### src/rtl/ifu_fetch_stage.sv
// IFU fetch stage: fetch PC, credit-limited imem requests, in-order response buffer,
// decode handshake and branch redirect. Optional perf counters under IFU_PERF_CNT_EN.
module ifu_fetch_stage #(
  parameter logic [31:0] RESET_PC = 32'h0000_0000,
  parameter int          DEPTH    = 4
) (
  input  logic        clk,
  input  logic        reset,
  output logic        imem_req_valid,
  input  logic        imem_req_ready,
  output logic [31:0] imem_addr,
  input  logic        imem_rsp_valid,
  input  logic [31:0] imem_rsp_data,
  input  logic        redirect_valid,
  input  logic [31:0] redirect_pc,
  output logic        if_valid,
  input  logic        if_ready,
  output logic [31:0] if_instr,
  output logic [31:0] if_pc,
  output logic [31:0] perf_fetched,
  output logic [31:0] perf_dropped
);
  localparam int          PW         = (DEPTH > 1) ? $clog2(DEPTH) : 1;
  localparam int          CW         = PW + 1;
  localparam logic [CW:0] CREDIT_MAX = (CW + 1)'(DEPTH);
  localparam logic [31:0] NOP        = 32'h0000_0013;
  localparam logic [31:0] PC0        = {RESET_PC[31:2], 2'b00};

  logic [31:0]   fetch_pc_q, fetch_pc_d;
  logic [31:0]   out_pc_q, out_pc_d;
  logic [PW-1:0] head_q, head_d;
  logic [PW-1:0] tail_q, tail_d;
  logic [CW-1:0] count_q, count_d;
  logic [CW-1:0] inflight_q, inflight_d;
  logic [CW-1:0] drop_cnt_q, drop_cnt_d;

  logic [31:0]   buf_mem [DEPTH];

  logic [31:0]   redirect_base;
  logic          unused_redirect_lsbs;
  logic          drop_active;
  logic          req_fire;
  logic          pop;
  logic          push;

  assign redirect_base        = {redirect_pc[31:2], 2'b00};
  assign unused_redirect_lsbs = ^redirect_pc[1:0];
  assign drop_active          = (drop_cnt_q != '0);

  // Credit counts both outstanding requests and buffered words, so the buffer can never overflow.
  assign imem_req_valid = !reset && !redirect_valid &&
                          (({1'b0, inflight_q} + {1'b0, count_q}) < CREDIT_MAX);
  assign imem_addr      = fetch_pc_q;
  assign req_fire       = imem_req_valid && imem_req_ready;

  assign if_valid = (count_q != '0);
  assign if_instr = if_valid ? buf_mem[head_q] : NOP;
  assign if_pc    = out_pc_q;

  assign pop  = if_valid && if_ready && !redirect_valid;
  assign push = imem_rsp_valid && !redirect_valid && !drop_active;

  always_comb begin
    fetch_pc_d = fetch_pc_q;
    out_pc_d   = out_pc_q;
    head_d     = head_q;
    tail_d     = tail_q;
    count_d    = count_q;
    drop_cnt_d = drop_cnt_q;
    inflight_d = inflight_q + CW'(req_fire) - CW'(imem_rsp_valid);

    if (redirect_valid) begin
      // Everything still outstanding after this cycle's response belongs to the old path.
      fetch_pc_d = redirect_base;
      out_pc_d   = redirect_base;
      head_d     = '0;
      tail_d     = '0;
      count_d    = '0;
      drop_cnt_d = inflight_q - CW'(imem_rsp_valid);
    end else begin
      if (req_fire) begin
        fetch_pc_d = fetch_pc_q + 32'd4;
      end
      if (pop) begin
        out_pc_d = out_pc_q + 32'd4;
        head_d   = head_q + PW'(1);
      end
      if (push) begin
        tail_d = tail_q + PW'(1);
      end
      if (imem_rsp_valid && drop_active) begin
        drop_cnt_d = drop_cnt_q - CW'(1);
      end
      count_d = count_q + CW'(push) - CW'(pop);
    end
  end

  always_ff @(posedge clk or posedge reset) begin
    if (reset) begin
      fetch_pc_q <= PC0;
      out_pc_q   <= PC0;
      head_q     <= '0;
      tail_q     <= '0;
      count_q    <= '0;
      inflight_q <= '0;
      drop_cnt_q <= '0;
    end else begin
      fetch_pc_q <= fetch_pc_d;
      out_pc_q   <= out_pc_d;
      head_q     <= head_d;
      tail_q     <= tail_d;
      count_q    <= count_d;
      inflight_q <= inflight_d;
      drop_cnt_q <= drop_cnt_d;
    end
  end

  // Storage needs no reset: count_q alone decides which entries are live.
  always_ff @(posedge clk) begin
    if (push) begin
      buf_mem[tail_q] <= imem_rsp_data;
    end
  end

`ifdef IFU_PERF_CNT_EN
  logic [31:0] perf_fetched_q, perf_fetched_d;
  logic [31:0] perf_dropped_q, perf_dropped_d;

  always_comb begin
    perf_fetched_d = perf_fetched_q + 32'(pop);
    perf_dropped_d = perf_dropped_q + 32'(imem_rsp_valid && (redirect_valid || drop_active));
  end

  always_ff @(posedge clk or posedge reset) begin
    if (reset) begin
      perf_fetched_q <= '0;
      perf_dropped_q <= '0;
    end else begin
      perf_fetched_q <= perf_fetched_d;
      perf_dropped_q <= perf_dropped_d;
    end
  end

  assign perf_fetched = perf_fetched_q;
  assign perf_dropped = perf_dropped_q;
`else
  assign perf_fetched = '0;
  assign perf_dropped = '0;
`endif

endmodule

### config.mk
export PLATFORM = sky130hd
export DESIGN_NAME = ifu_fetch_stage
export DESIGN_NICKNAME = d
export VERILOG_FILES = /design/src/rtl/ifu_fetch_stage.sv
export SDC_FILE = /design/constraint.sdc
export NUM_CORES = 1
export LEC_CHECK = 0
export ABC_AREA = 1
export CORE_UTILIZATION = 40
export DETAILED_ROUTE_END_ITERATION = 6
export GPL_TIMING_DRIVEN = 0
export HOLD_SLACK_MARGIN = 0.15
export PLACE_DENSITY_LB_ADDON = 0.15
export SLEW_MARGIN = 10
export SYNTH_ARGS = -nofsm -noshare
export SYNTH_HDL_FRONTEND = slang
export SYNTH_SLANG_ARGS = --single-unit
### constraint.sdc
create_clock -name clk -period 2.7 [get_ports clk]
set_input_delay 0.81 -clock clk [delete_from_list [all_inputs] [get_ports clk]]
set_output_delay 0.81 -clock clk [all_outputs]
set_load 0.01 [all_outputs]
==> results of run 1 <==
-- power breakdown --
group          switching [uW]  leakage, uW  internal, uW  total, uW
combinational            2520      0.00374          2280       4800
sequential                432      0.00204          3610       4050
clock                    1240     0.000336          1670       2920
total                    4200      0.00612          7570      11800
-- registers in the layout, indices dropped and copies added, names as in the netlist --
signal	count
buf_mem	128
if_pc	30
imem_addr	30
count_q	3
drop_cnt_q	3
inflight_q	3
head_q	2
tail_q	2
-- logic make-up (layout without fill, tap and decap cells) --
logic type / count (synthesis) / count (layout) / share of synthesized area, %
and+or+nand+nor: 601 / 601 / 23.75
buffers and inverters: 207 / 437 / 10.27
DFF: 201 / 201 / 54.19
AOI/OAI and AO/OA: 147 / 147 / 7.449
xor gates and xnor gates: 24 / 24 / 2.009
adders and majority gates: 18 / 18 / 2.296
other: 1 / 69 / 0.03584
-- routing by layer --
| metal | global-route usage [%] | part of all wire [%] |
|---|---|---|
| met5 | 0 | 0 |
| met4 | 7.828 | 2.6 |
| met3 | 3.838 | 7.2 |
| met2 | 37.04 | 49 |
| met1 | 28.72 | 41 |
-- layout make-up --
cell class / count / area (um^2) / area share (%)
Antenna cell: 1 / 2.502 / 0.01748
Buffer: 107 / 968.4 / 6.766
Clock buffer: 31 / 605.6 / 4.231
Clock inverter: 10 / 83.83 / 0.5857
Inverter: 97 / 371.6 / 2.596
Multi-Input combinational cell: 858 / 4268 / 29.82
Sequential cell: 201 / 5673 / 39.64
Tap cell: 330 / 412.9 / 2.885
Timing Repair Buffer: 192 / 1927 / 13.46
-- worst paths after layout --
path,slack [ns],end,cells after the start,startpoint
max reg2reg,0.10,count_q[2]$_DFF_PP0_,15,count_q[1]$_DFF_PP0_
min in group clk,0.56,imem_addr[3]$_DFFE_PP0P_,2,imem_addr[3]$_DFFE_PP0P_
min reg2reg,0.56,imem_addr[3]$_DFFE_PP0P_,2,imem_addr[3]$_DFFE_PP0P_
min,0.38,inflight_q[2]$_DFF_PP0_,2,reset
max,-0.04,if_instr[4],6,head_q[0]$_DFFE_PP0N_
max in group asynchronous,1.73,head_q[1]$_DFFE_PP0N_,3,reset
-- through the flow --
stage               total power [uW]    TNS (ns)  util [%]
global placement                7899     -420.93     50.32
global route                   12370      -1.020     56.35
finish                         11770    -0.04933     56.35
CTS                            11230  -0.0006142     54.72
floorplan                       6039      -61.95         -
detailed placement              7945     -102.26     50.93
-- timing repair --
item                                   in CTS  in global routing
setup buffers                              13                  8
resized for setup                         229                 90
cloned                                      1                  4
pin swaps                                  27                 19
setup endpoints to repair                 146                 34
hold buffers                                0                  0
endpoints found under the hold margin       0                  0
-- Yosys cell counts --
| library cell | n |
|---|---|
| inv_1 | 90 |
| nor3_2 | 2 |
| nand2_2 | 3 |
| nand3_1 | 82 |
| a21oi_1 | 44 |
| a31oi_1 | 2 |
| buf_1 | 10 |
| xor2_1 | 19 |
| o221ai_1 | 2 |
| clkbuf_1 | 15 |
| nor3b_1 | 1 |
| ha_1 | 16 |
| and2_1 | 1 |
| or2_2 | 3 |
| o21bai_1 | 3 |
| o21ai_0 | 86 |
| nor2_4 | 4 |
| o211ai_1 | 4 |
| nor2_2 | 2 |
| fa_1 | 2 |
| nand4_1 | 9 |
| buf_4 | 69 |
| conb_1 | 1 |
| o311ai_0 | 3 |
| inv_2 | 7 |
| xnor2_1 | 5 |
| a21o_1 | 2 |
| and3_1 | 2 |
| buf_2 | 13 |
| edfxtp_1 | 128 |
| nor2_1 | 212 |
| or2_0 | 1 |
| nor3_1 | 13 |
| o21ai_1 | 1 |
| nand3b_1 | 3 |
| nand2_1 | 263 |
| buf_6 | 3 |
| dfrtp_1 | 73 |
-- placed cells by master, fill, tap and decap left out, types with 9 or more instances in the layout --
master	count
dfrtp_1	71
buf_2	33
inv_1	87
nor3_1	12
nand4_1	9
a21oi_1	23
nor2_4	10
buf_6	15
edfxtp_1	128
nor2_1	202
conb_1	68
a21oi_2	15
xor2_1	19
o21ai_1	25
ha_1	12
o21ai_0	60
buf_4	84
clkbuf_16	31
clkbuf_1	10
clkdlybuf4s50_1	125
nand2_1	261
nand3_1	81
==> impl_results.md, run 1 <==
* Slew HR at 53.60%
* Synth Area per Inst at 8.727 um^2
* Pre-CTS WS at -1.011 ns
* Fill cells at 2325
* I/O Buffers at 161
* Clock sink count at 201
* DRT Pass-1 Iters at 5
* Worst-margin pin slew at 0.6944 ns
* Setup slack after layout at -0.04296 ns
* Yosys Warn Count at 0
* Area contributors post-synth: edfxtp_1 37%, dfrtp_1 17%, nand2_1 9.4%
* Drt initial violations at 526
* Max Root-Sink Buffers at 3
* CP endpoint kind: output pin
* Placed Instances at 1762
* CTS Root Cell: clkbuf_16
* H-tree depth at 1
* Yosys top cell by area: edfxtp_1
* RSZ-0062 raised after global routing: yes
* Delay-heaviest family, CP: buffers and inverters
* Final Hold Vio Count at 0
* Peak Freq at 364.6 MHz
* Crit path max fanout at 7
* Share of cells above drive strength 1 at 17.71%
* Syn Std Cell Area at 10460 um^2
* Status: finished with violations
* Power per cell area at 822.1 nW/um^2
* Lkg Pwr at 0.006116 uW
* Global route overflow at 0
* Hold WC Path Type: in -> async
* Final instance area at 14310 um^2
* Num CTS Buffers at 23
* DRC at 0
* Final period utilization at 101.6%
* Routed WL per cell at 16.61 um
* Fin Hold WS at 0.3775 ns
* Area share of the largest cell type after synthesis at 36.73%
* Maxcap violations at 0
* Largest net degree at the start of global routing at 61
* Die ar. at 26810 um^2
* Sequential-to-total area share from yosys stat at 54.19%
* Finished Layout Cells at 1827
* Post-DP Area at 12940 um^2
* Initial antenna violation count at 1
* Clk pin slew, worst setup/hold paths at 0.06 ns
* Core area at 25400 um^2
* Die span in y at 163.7 um
* Critical path data arrival time at 1.93 ns
* Vias in the first global route at 8258
* Worst path cell trace: inv_2, buf_8, clkbuf_16, nor2_4, o311ai_2, buf_2
* CP startpoint kind: register
* First-pass GRT wire length at 45410 um
* Failing checks: negative setup slack
* Crit path kind: reg -> out
* GRT Overall Usage at 22.10%
* FF+latch count, synth at 201
* Worst path buffer plus inverter count at 4
* GPL Wtd Cong at 0.9029
* Period minus WS final at 2.743 ns
* CP required at 1.89 ns
* CP peak stage delay at 0.45 ns
* Die Width at 163.7 um
* Final Slew Violations at 0
* Standard-cell rows at 58
* Num ports at 232
* Clk_lat worst skew at 0.53 ns
* Max VDD drop at 0.0005213 V
* Clk_skew at 0.009632 ns
* # setup viols final at 2
* Post-synthesis cell count at 1199
* Via-to-Cell Ratio at 4.852
* Dpl hpwl at 21380 um
* Slowest-stage cell, CP: dfrtp_2
* Vias post-DR at 8865
* Nets@finish at 1568
* Initial Util at 41.20%
* Total Wirelength at 30350 um
* TritonCTS clock tree: built
* Antenna viol nets, final at 0
* Synth unique cells at 38
* Area grow syn2layout at 36.78%
Power figures use the tool's default switching activity.
==> inputs of run 2 (changes only) <==
- CORE_MARGIN: unset -> 2
- HOLD_SLACK_MARGIN: 0.15 -> unset
==> run 2 against run 1 <==
Compared with the run above:
- combinational power decreased by 12%
- routed wire length decreased by 2.4%
- hold slack improved by 0.13 ns
- first-iteration DRC count increased by 38%
- maximum frequency increased by 0.17%
- die area increased by 2.5%
- setup slack improved by 0.0047 ns
- the flow still finishes with violations (negative setup slack)
- utilization decreased by 1.8 points
- critical path depth increased by 2
- clock power increased by 7%
- count of clock-buffer cells in the layout decreased by 4
- clock skew increased by 0.0056 ns
==> impl_results.md, run 2 (same netlist as run 1, synthesis figures left out) <==
* I/O Buffers at 161 (unchanged)
* Drt initial violations at 727 (was 526)
* Share of cells above drive strength 1 at 16.73% (was 17.71%)
* Crit path max fanout at 6 (was 7)
* Initial antenna violation count at 0 (was 1)
* Most frequent cells in the layout: 262 x nand2_1, 196 x nor2_1, 128 x edfxtp_1, 126 x clkdlybuf4s50_1, 87 x inv_1 (was 261 x nand2_1, 202 x nor2_1, 128 x edfxtp_1, 125 x clkdlybuf4s50_1, 87 x inv_1)
* Met3 usage at 3.241% (was 3.838%)
* Status: finished with violations (unchanged)
* Global route overflow at 0 (unchanged)
* Max reg flops at 128 (unchanged)
* Setup slack after layout at -0.03823 ns (was -0.04296 ns)
* Antenna viol nets, final at 0 (unchanged)
* Power per cell area at 808.8 nW/um^2 (was 822.1 nW/um^2)
* Worst path buffer plus inverter count at 4 (unchanged)
* H-tree depth at 1 (unchanged)
* Delay-heaviest family, CP: buffers and inverters (unchanged)
* Max VDD drop at 0.0005875 V (was 0.0005213 V)
* Seq pwr share at 35.5% (was 34.4%)
* Via-to-Cell Ratio at 4.845 (was 4.852)
* Vias in the first global route at 8233 (was 8258)
* TritonCTS clock tree: built (unchanged)
* Internal power at 7388 uW (was 7570 uW)
* RSZ-0062 raised after global routing: yes (unchanged)
* First-pass GRT wire length at 45990 um (was 45410 um)
* CTS Root Cell: clkbuf_16 (unchanged)
* Net switching power at 4004 uW (was 4196 uW)
* CP startpoint kind: register (unchanged)
* Setup TNS at -0.1411 ns (was -0.04933 ns)
* Slowest-stage cell, CP: dfrtp_1 (was dfrtp_2)
* Fin Hold WS at 0.5086 ns (was 0.3775 ns)
* Logic pwr share at 37.2% (was 40.8%)
* Num CTS Buffers at 23 (unchanged)
* Worst path cell trace: buf_6, buf_6, buf_8, nor2_1, nor2_1, o21ai_1, a21oi_2, buf_2 (was inv_2, buf_8, clkbuf_16, nor2_4, o311ai_2, buf_2)
* Largest net degree at the start of global routing at 51 (was 61)
* Placed Instances at 1767 (was 1762)
* Dpl hpwl at 21270 um (was 21380 um)
* Final Slew Violations at 0 (unchanged)
* Critical path data arrival time at 1.93 ns (about the same)
* Die span in y at 165.7 um (was 163.7 um)
* GRT Overall Usage at 21.07% (was 22.10%)
* ANT cells at 0 (was 1)
* Area grow syn2layout at 34.62% (was 36.78%)
* Lkg Pwr at 0.006051 uW (was 0.006116 uW)
* CP required at 1.89 ns (about the same)
* Most common cell after layout, fill and taps aside: nand2_1 (unchanged)
* Switching share of power at 35.15% (was 35.66%)
* Slew HR at 56.58% (was 53.60%)
* GR Util met1 at 29.82% (was 28.72%)
* Final period utilization at 101.4% (was 101.6%)
* Crit path kind: reg -> out (unchanged)
* Final Hold Vio Count at 0 (unchanged)
* Core area at 25840 um^2 (was 25400 um^2)
* Hold WC Path Type: reg -> reg (was in -> async)
* Hold buffer count at CTS at 0 (unchanged)
* CP peak stage delay at 0.40 ns (was 0.45 ns)
* Num ports at 232 (unchanged)
* Peak Freq at 365.2 MHz (was 364.6 MHz)
* Die ar. at 27470 um^2 (was 26810 um^2)
* DRT Pass-1 Iters at 5 (unchanged)
* Standard-cell rows at 59 (was 58)
* Die Width at 165.7 um (was 163.7 um)
* Finished Layout Cells at 1823 (was 1827)
* Routed WL per cell at 16.25 um (was 16.61 um)
* Worst-margin pin slew at 0.6497 ns (was 0.6944 ns)
* Maxcap violations at 0 (unchanged)
* Max Root-Sink Buffers at 3 (unchanged)
* DRC at 0 (unchanged)
* Clk pwr share at 27.3% (was 24.8%)
* Largest reg by FF count: buf_mem (unchanged)
* CP endpoint kind: output pin (unchanged)
* Final core utilization at 54.52% (was 56.35%)
* Clk_lat worst skew at 0.53 ns (about the same)
* Clock sink count at 201 (unchanged)
* Clk pin slew, worst setup/hold paths at 0.06 ns (about the same)
* Clk_skew at 0.01524 ns (was 0.009632 ns)
* Failing checks: negative setup slack (unchanged)
* Period minus WS final at 2.738 ns (was 2.743 ns)
* Gr busiest metal: met2 (unchanged)
* Total Wirelength at 29620 um (was 30350 um)
* Nets@finish at 1561 (was 1568)
* Initial Util at 40.50% (was 41.20%)
* GPL Wtd Cong at 0.9166 (was 0.9029)
* GR met2 Demand/Resource at 34.35% (was 37.04%)
* Vias post-DR at 8833 (was 8865)
* # setup viols final at 6 (was 2)
## run 2: cell count changes in the layout (fill, tap and decap cells not counted), sizes merged
cell           previous run  this run
dlygate4sd2               3         1
clkinv                    8         9
dlymetal6s2s              0         1
clkdlybuf4s15             0         3
buf                     154       144
diode                     1         0
bufinv                    1         3
clkdlybuf4s50           125       126
clkbuf                   48        44
## run 2: worst paths after layout
kind / slack, ns / end / from / cells after the start
worst max-delay path: -0.04 / if_instr[28] / head_q[0]$_DFFE_PP0N_ / 8
worst min-delay path: 0.51 / inflight_q[2]$_DFF_PP0_ / inflight_q[1]$_DFF_PP0_ / 1
worst max register to register: 0.11 / inflight_q[2]$_DFF_PP0_ / count_q[2]$_DFF_PP0_ / 11
worst min register to register: 0.51 / inflight_q[2]$_DFF_PP0_ / inflight_q[1]$_DFF_PP0_ / 1
max in group asynchronous: 1.48 / imem_addr[15]$_DFFE_PP0P_ / reset / 3
min in group asynchronous: 0.67 / inflight_q[1]$_DFF_PP0_ / reset / 2
## run 2: cell type report
class,instances,area [um^2]
Clock buffer,27,590.6
Multi-Input combinational cell,858,4151
Sequential cell,201,5674
Timing Repair Buffer,184,1799
Fill cell,2392,11750
Buffer,108,927.1
Tap cell,335,419.2
Clock inverter,13,150.1
Inverter,97,374.1
## run 2: through the flow
| step | setup slack, ns | power [uW] | area [um^2] |
|---|---|---|---|
| after floorplan | -0.4837 | 6039 | 10760 |
| after global placement | -2.340 | 7884 | 12790 |
| after detailed placement | -0.9655 | 7955 | 12960 |
| after CTS | -0.04551 | 11370 | 14000 |
| after global routing | -0.1180 | 12020 | 14090 |
| final | -0.03823 | 11390 | 14090 |
## run 2: timing repair
item	CTS	global route
gates cloned	2	0
endpoints found under the setup margin	165	35
buffers inserted	13	3
pin swaps	19	36
resized for setup	212	63
## run 2: per-layer routing
layer | vias to the layer above | part of all wire, %
met5 | - | 0
met2 | 349 | 46
li1 | 4349 | -
met1 | 4100 | 44
met3 | 35 | 7.2
met4 | 0 | 1.8
## run 2: power by group through the flow
stage | Combinational [uW] | Clock (uW) | Sequential [uW]
global route | 4650 | 3280 | 4090
floorplan | 1990 | 0 | 4050
detailed placement | 3870 | 0 | 4090
CTS | 4180 | 3150 | 4040
global placement | 3790 | 0 | 4090
finish | 4240 | 3110 | 4040
## run 2: worst register-to-register path: stages (launching register included)
cell and delay, ns:
dfrtp_1 0.43, ha_2 0.20, or2_1 0.24, nor3_4 0.22
nand2_2 0.11, buf_8 0.16, ha_4 0.26, inv_2 0.04
ha_4 0.15, fa_2 0.36, xnor2_2 0.15, xor2_1 0.15
==> inputs of run 3 (changes only) <==
- GPL_ROUTABILITY_DRIVEN: unset -> 0
- clock period: 2.7 -> 3.1 ns (I/O delays scaled with it)
==> run 3 against run 2 <==
Compared with the run above:
- the run still ends with negative setup slack left
- utilization fell by 1.0 points
- die area stayed put
- sequential share of layout area rose by 0.75 points
- final area shrank 1.9%
- register-to-register slack improved by 0.25 ns
- total power is 16% lower
- combinational power shrank 19%
- first-iteration DRC count fell by 6.9%
- routed wire length decreased by 1.6%
- clock skew rose by 0.0021 ns
- non-clock buffer count is 8 lower
- critical path depth down 1
- critical endpoint is now if_instr[10]
- largest cell class unchanged
==> impl_results.md, run 3 (same netlist as run 1, synthesis figures left out) <==
* Max VDD drop at 0.0004254 V (was 0.0005875 V)
* Period minus WS final at 3.126 ns
* # setup viols final at 1 (was 6)
* Crit path kind: reg -> out (unchanged)
* Routed wl met2 at 13600 um (was 13770 um)
* Core area at 25840 um^2 (unchanged)
* Die Width at 165.7 um (unchanged)
* Most common cell after layout, fill and taps aside: nand2_1 (unchanged)
* Area grow syn2layout at 32.11% (was 34.62%)
* Clk_lat worst skew at 0.53 ns (about the same)
* Hold buffer count at CTS at 0 (unchanged)
* Internal power at 6190 uW (was 7388 uW)
* Die span in y at 165.7 um (unchanged)
* Slew HR at 57.63% (was 56.58%)
* Setup slack after layout at -0.02612 ns (was -0.03823 ns)
* Vias post-DR at 8753 (was 8833)
* Maxcap violations at 0 (unchanged)
* Failing checks: negative setup slack (unchanged)
* Placed Instances at 1767 (unchanged)
* Seq pwr share at 36.8% (was 35.5%)
* Vias in the first global route at 8229 (was 8233)
* Max reg flops at 128 (unchanged)
* Power per cell area at 691.0 nW/um^2 (was 808.8 nW/um^2)
* CP startpoint kind: register (unchanged)
* Most frequent cells in the layout: 263 x nand2_1, 208 x nor2_1, 129 x clkdlybuf4s50_1, 128 x edfxtp_1, 88 x inv_1 (was 262 x nand2_1, 196 x nor2_1, 128 x edfxtp_1, 126 x clkdlybuf4s50_1, 87 x inv_1)
* Num CTS Buffers at 23 (unchanged)
* Finished Layout Cells at 1815 (was 1823)
* Initial antenna violation count at 0 (unchanged)
* Dpl hpwl at 21160 um (was 21270 um)
* Largest reg by FF count: buf_mem (unchanged)
* Clk_skew at 0.01735 ns (was 0.01524 ns)
* I/O Buffers at 161 (unchanged)
* Setup TNS at -0.02612 ns (was -0.1411 ns)
* Max Root-Sink Buffers at 3 (unchanged)
* Final Hold Vio Count at 0 (unchanged)
* Share of cells above drive strength 1 at 12.57% (was 16.73%)
* RSZ-0062 raised after global routing: yes (unchanged)
* Via-to-Cell Ratio at 4.823 (was 4.845)
* Switching share of power at 35.20% (was 35.15%)
* ANT cells at 0 (unchanged)
* CP required at 2.17 ns (was 1.89 ns)
* TritonCTS clock tree: built (unchanged)
* DRC at 0 (unchanged)
* First-pass GRT wire length at 45300 um (was 45990 um)
* GRT Overall Usage at 20.78% (was 21.07%)
* CP endpoint kind: output pin (unchanged)
* DRT Pass-1 Iters at 7 (was 5)
* Clock sink count at 201 (unchanged)
* Die ar. at 27470 um^2 (unchanged)
* Initial Util at 40.50% (unchanged)
* Nets@finish at 1553 (was 1561)
* Final period utilization at 100.8%
* Total Wirelength at 29160 um (was 29620 um)
* Final Slew Violations at 0 (unchanged)
* Highest Signal Layer: met4 (unchanged)
* Standard-cell rows at 59 (unchanged)
* Status: finished with violations (unchanged)
* Largest net degree at the start of global routing at 44 (was 51)
* Antenna viol nets, final at 0 (unchanged)
* Lkg Pwr at 0.006033 uW (was 0.006051 uW)
* Worst-margin pin slew at 0.6341 ns (was 0.6497 ns)
* Crit path max fanout at 9 (was 6)
* Logic pwr share at 36.1% (was 37.2%)
* Hold WC Path Type: reg -> reg (unchanged)
* Met3 routed WL at 2287 um (was 2138 um)
* Net switching power at 3362 uW (was 4004 uW)
* M1 WL at 12650 um (was 13170 um)
* H-tree depth at 1 (unchanged)
* CTS Root Cell: clkbuf_16 (unchanged)
* Clk pwr share at 27.1% (was 27.3%)
* Global route overflow at 0 (unchanged)
* Peak Freq at 319.9 MHz
* Clk pin slew, worst setup/hold paths at 0.06 ns (about the same)
* Routed WL per cell at 16.07 um (was 16.25 um)
* Critical path data arrival time at 2.20 ns (was 1.93 ns)
* Pre-CTS WS at -0.7730 ns (was -0.9655 ns)
* Fin Hold WS at 0.5112 ns (was 0.5086 ns)
* Num ports at 232 (unchanged)
* Drt initial violations at 677 (was 727)
## run 3: cell count changes in the layout (fill, tap and decap cells not counted), sizes merged
| cell | change |
|---|---|
| dlygate4sd2 | +17 |
| clkdlybuf4s15 | -1 |
| buf | -33 |
| dlymetal6s2s | +3 |
| bufinv | -2 |
| clkdlybuf4s50 | +3 |
| clkinv | -1 |
| clkbuf | +6 |
## run 3: final timing paths
kind	startpoint	end	slack, ns	cells past startpoint
setup reg to reg	count_q[1]$_DFF_PP0_	inflight_q[2]$_DFF_PP0_	0.36	13
setup / recovery	count_q[1]$_DFF_PP0_	if_instr[10]	-0.03	7
hold reg to reg	inflight_q[1]$_DFF_PP0_	inflight_q[2]$_DFF_PP0_	0.51	1
hold / removal	inflight_q[1]$_DFF_PP0_	inflight_q[2]$_DFF_PP0_	0.51	1
min in group asynchronous	reset	inflight_q[2]$_DFF_PP0_	0.79	2
max in group asynchronous	reset	if_pc[30]$_DFFE_PP0N_	1.72	3
## run 3: power by group through the flow
stage	logic, uW	clock network [uW]	registers [uW]
after global routing	3830	2740	3550
final	3450	2590	3520
after global placement	3280	0	3560
after CTS	3440	2640	3510
after floorplan	1710	0	3520
after detailed placement	3350	0	3550
## run 3: layer usage
layer | vias up | global-route usage [%]
met5 | - | 0
met4 | 0 | 5.482
met3 | 41 | 4.409
met2 | 314 | 34.60
met1 | 4068 | 27.73
li1 | 4330 | -
## run 3: metrics by stage
step                      power, uW  utilization, %  cell area [um^2]
after global placement         6840           49.33             12750
after detailed placement       6904           49.99             12920
after CTS                      9590           53.29             13770
after global routing          10120           53.50             13820
final                          9552           53.50             13820
after floorplan                5228               -             10720
## run 3: final cells by class
cell class	instances	area, um^2
fill	2397	12010
sequential	201	5672
multi-input combinational	858	4025
timing repair buffer	175	1777
buffer	109	853.3
clock buffer	30	621.8
tap	335	419.2
inverter	97	371.6
clock inverter	10	83.83
## run 3: repair_timing
item | in CTS | in global routing
resized for setup | 82 | 40
endpoints found under the setup margin | 110 | 16
pin swaps | 4 | 5
buffers inserted | 4 | 5
## run 3: worst max-delay path, stage by stage, from the launching register on
cell and delay [ns]:
dfrtp_1 0.44, nor2_1 0.15, inv_2 0.07, nor2_4 0.21
buf_8 0.15, buf_12 0.13, a21oi_1 0.04, clkdlybuf4s50_1 0.47
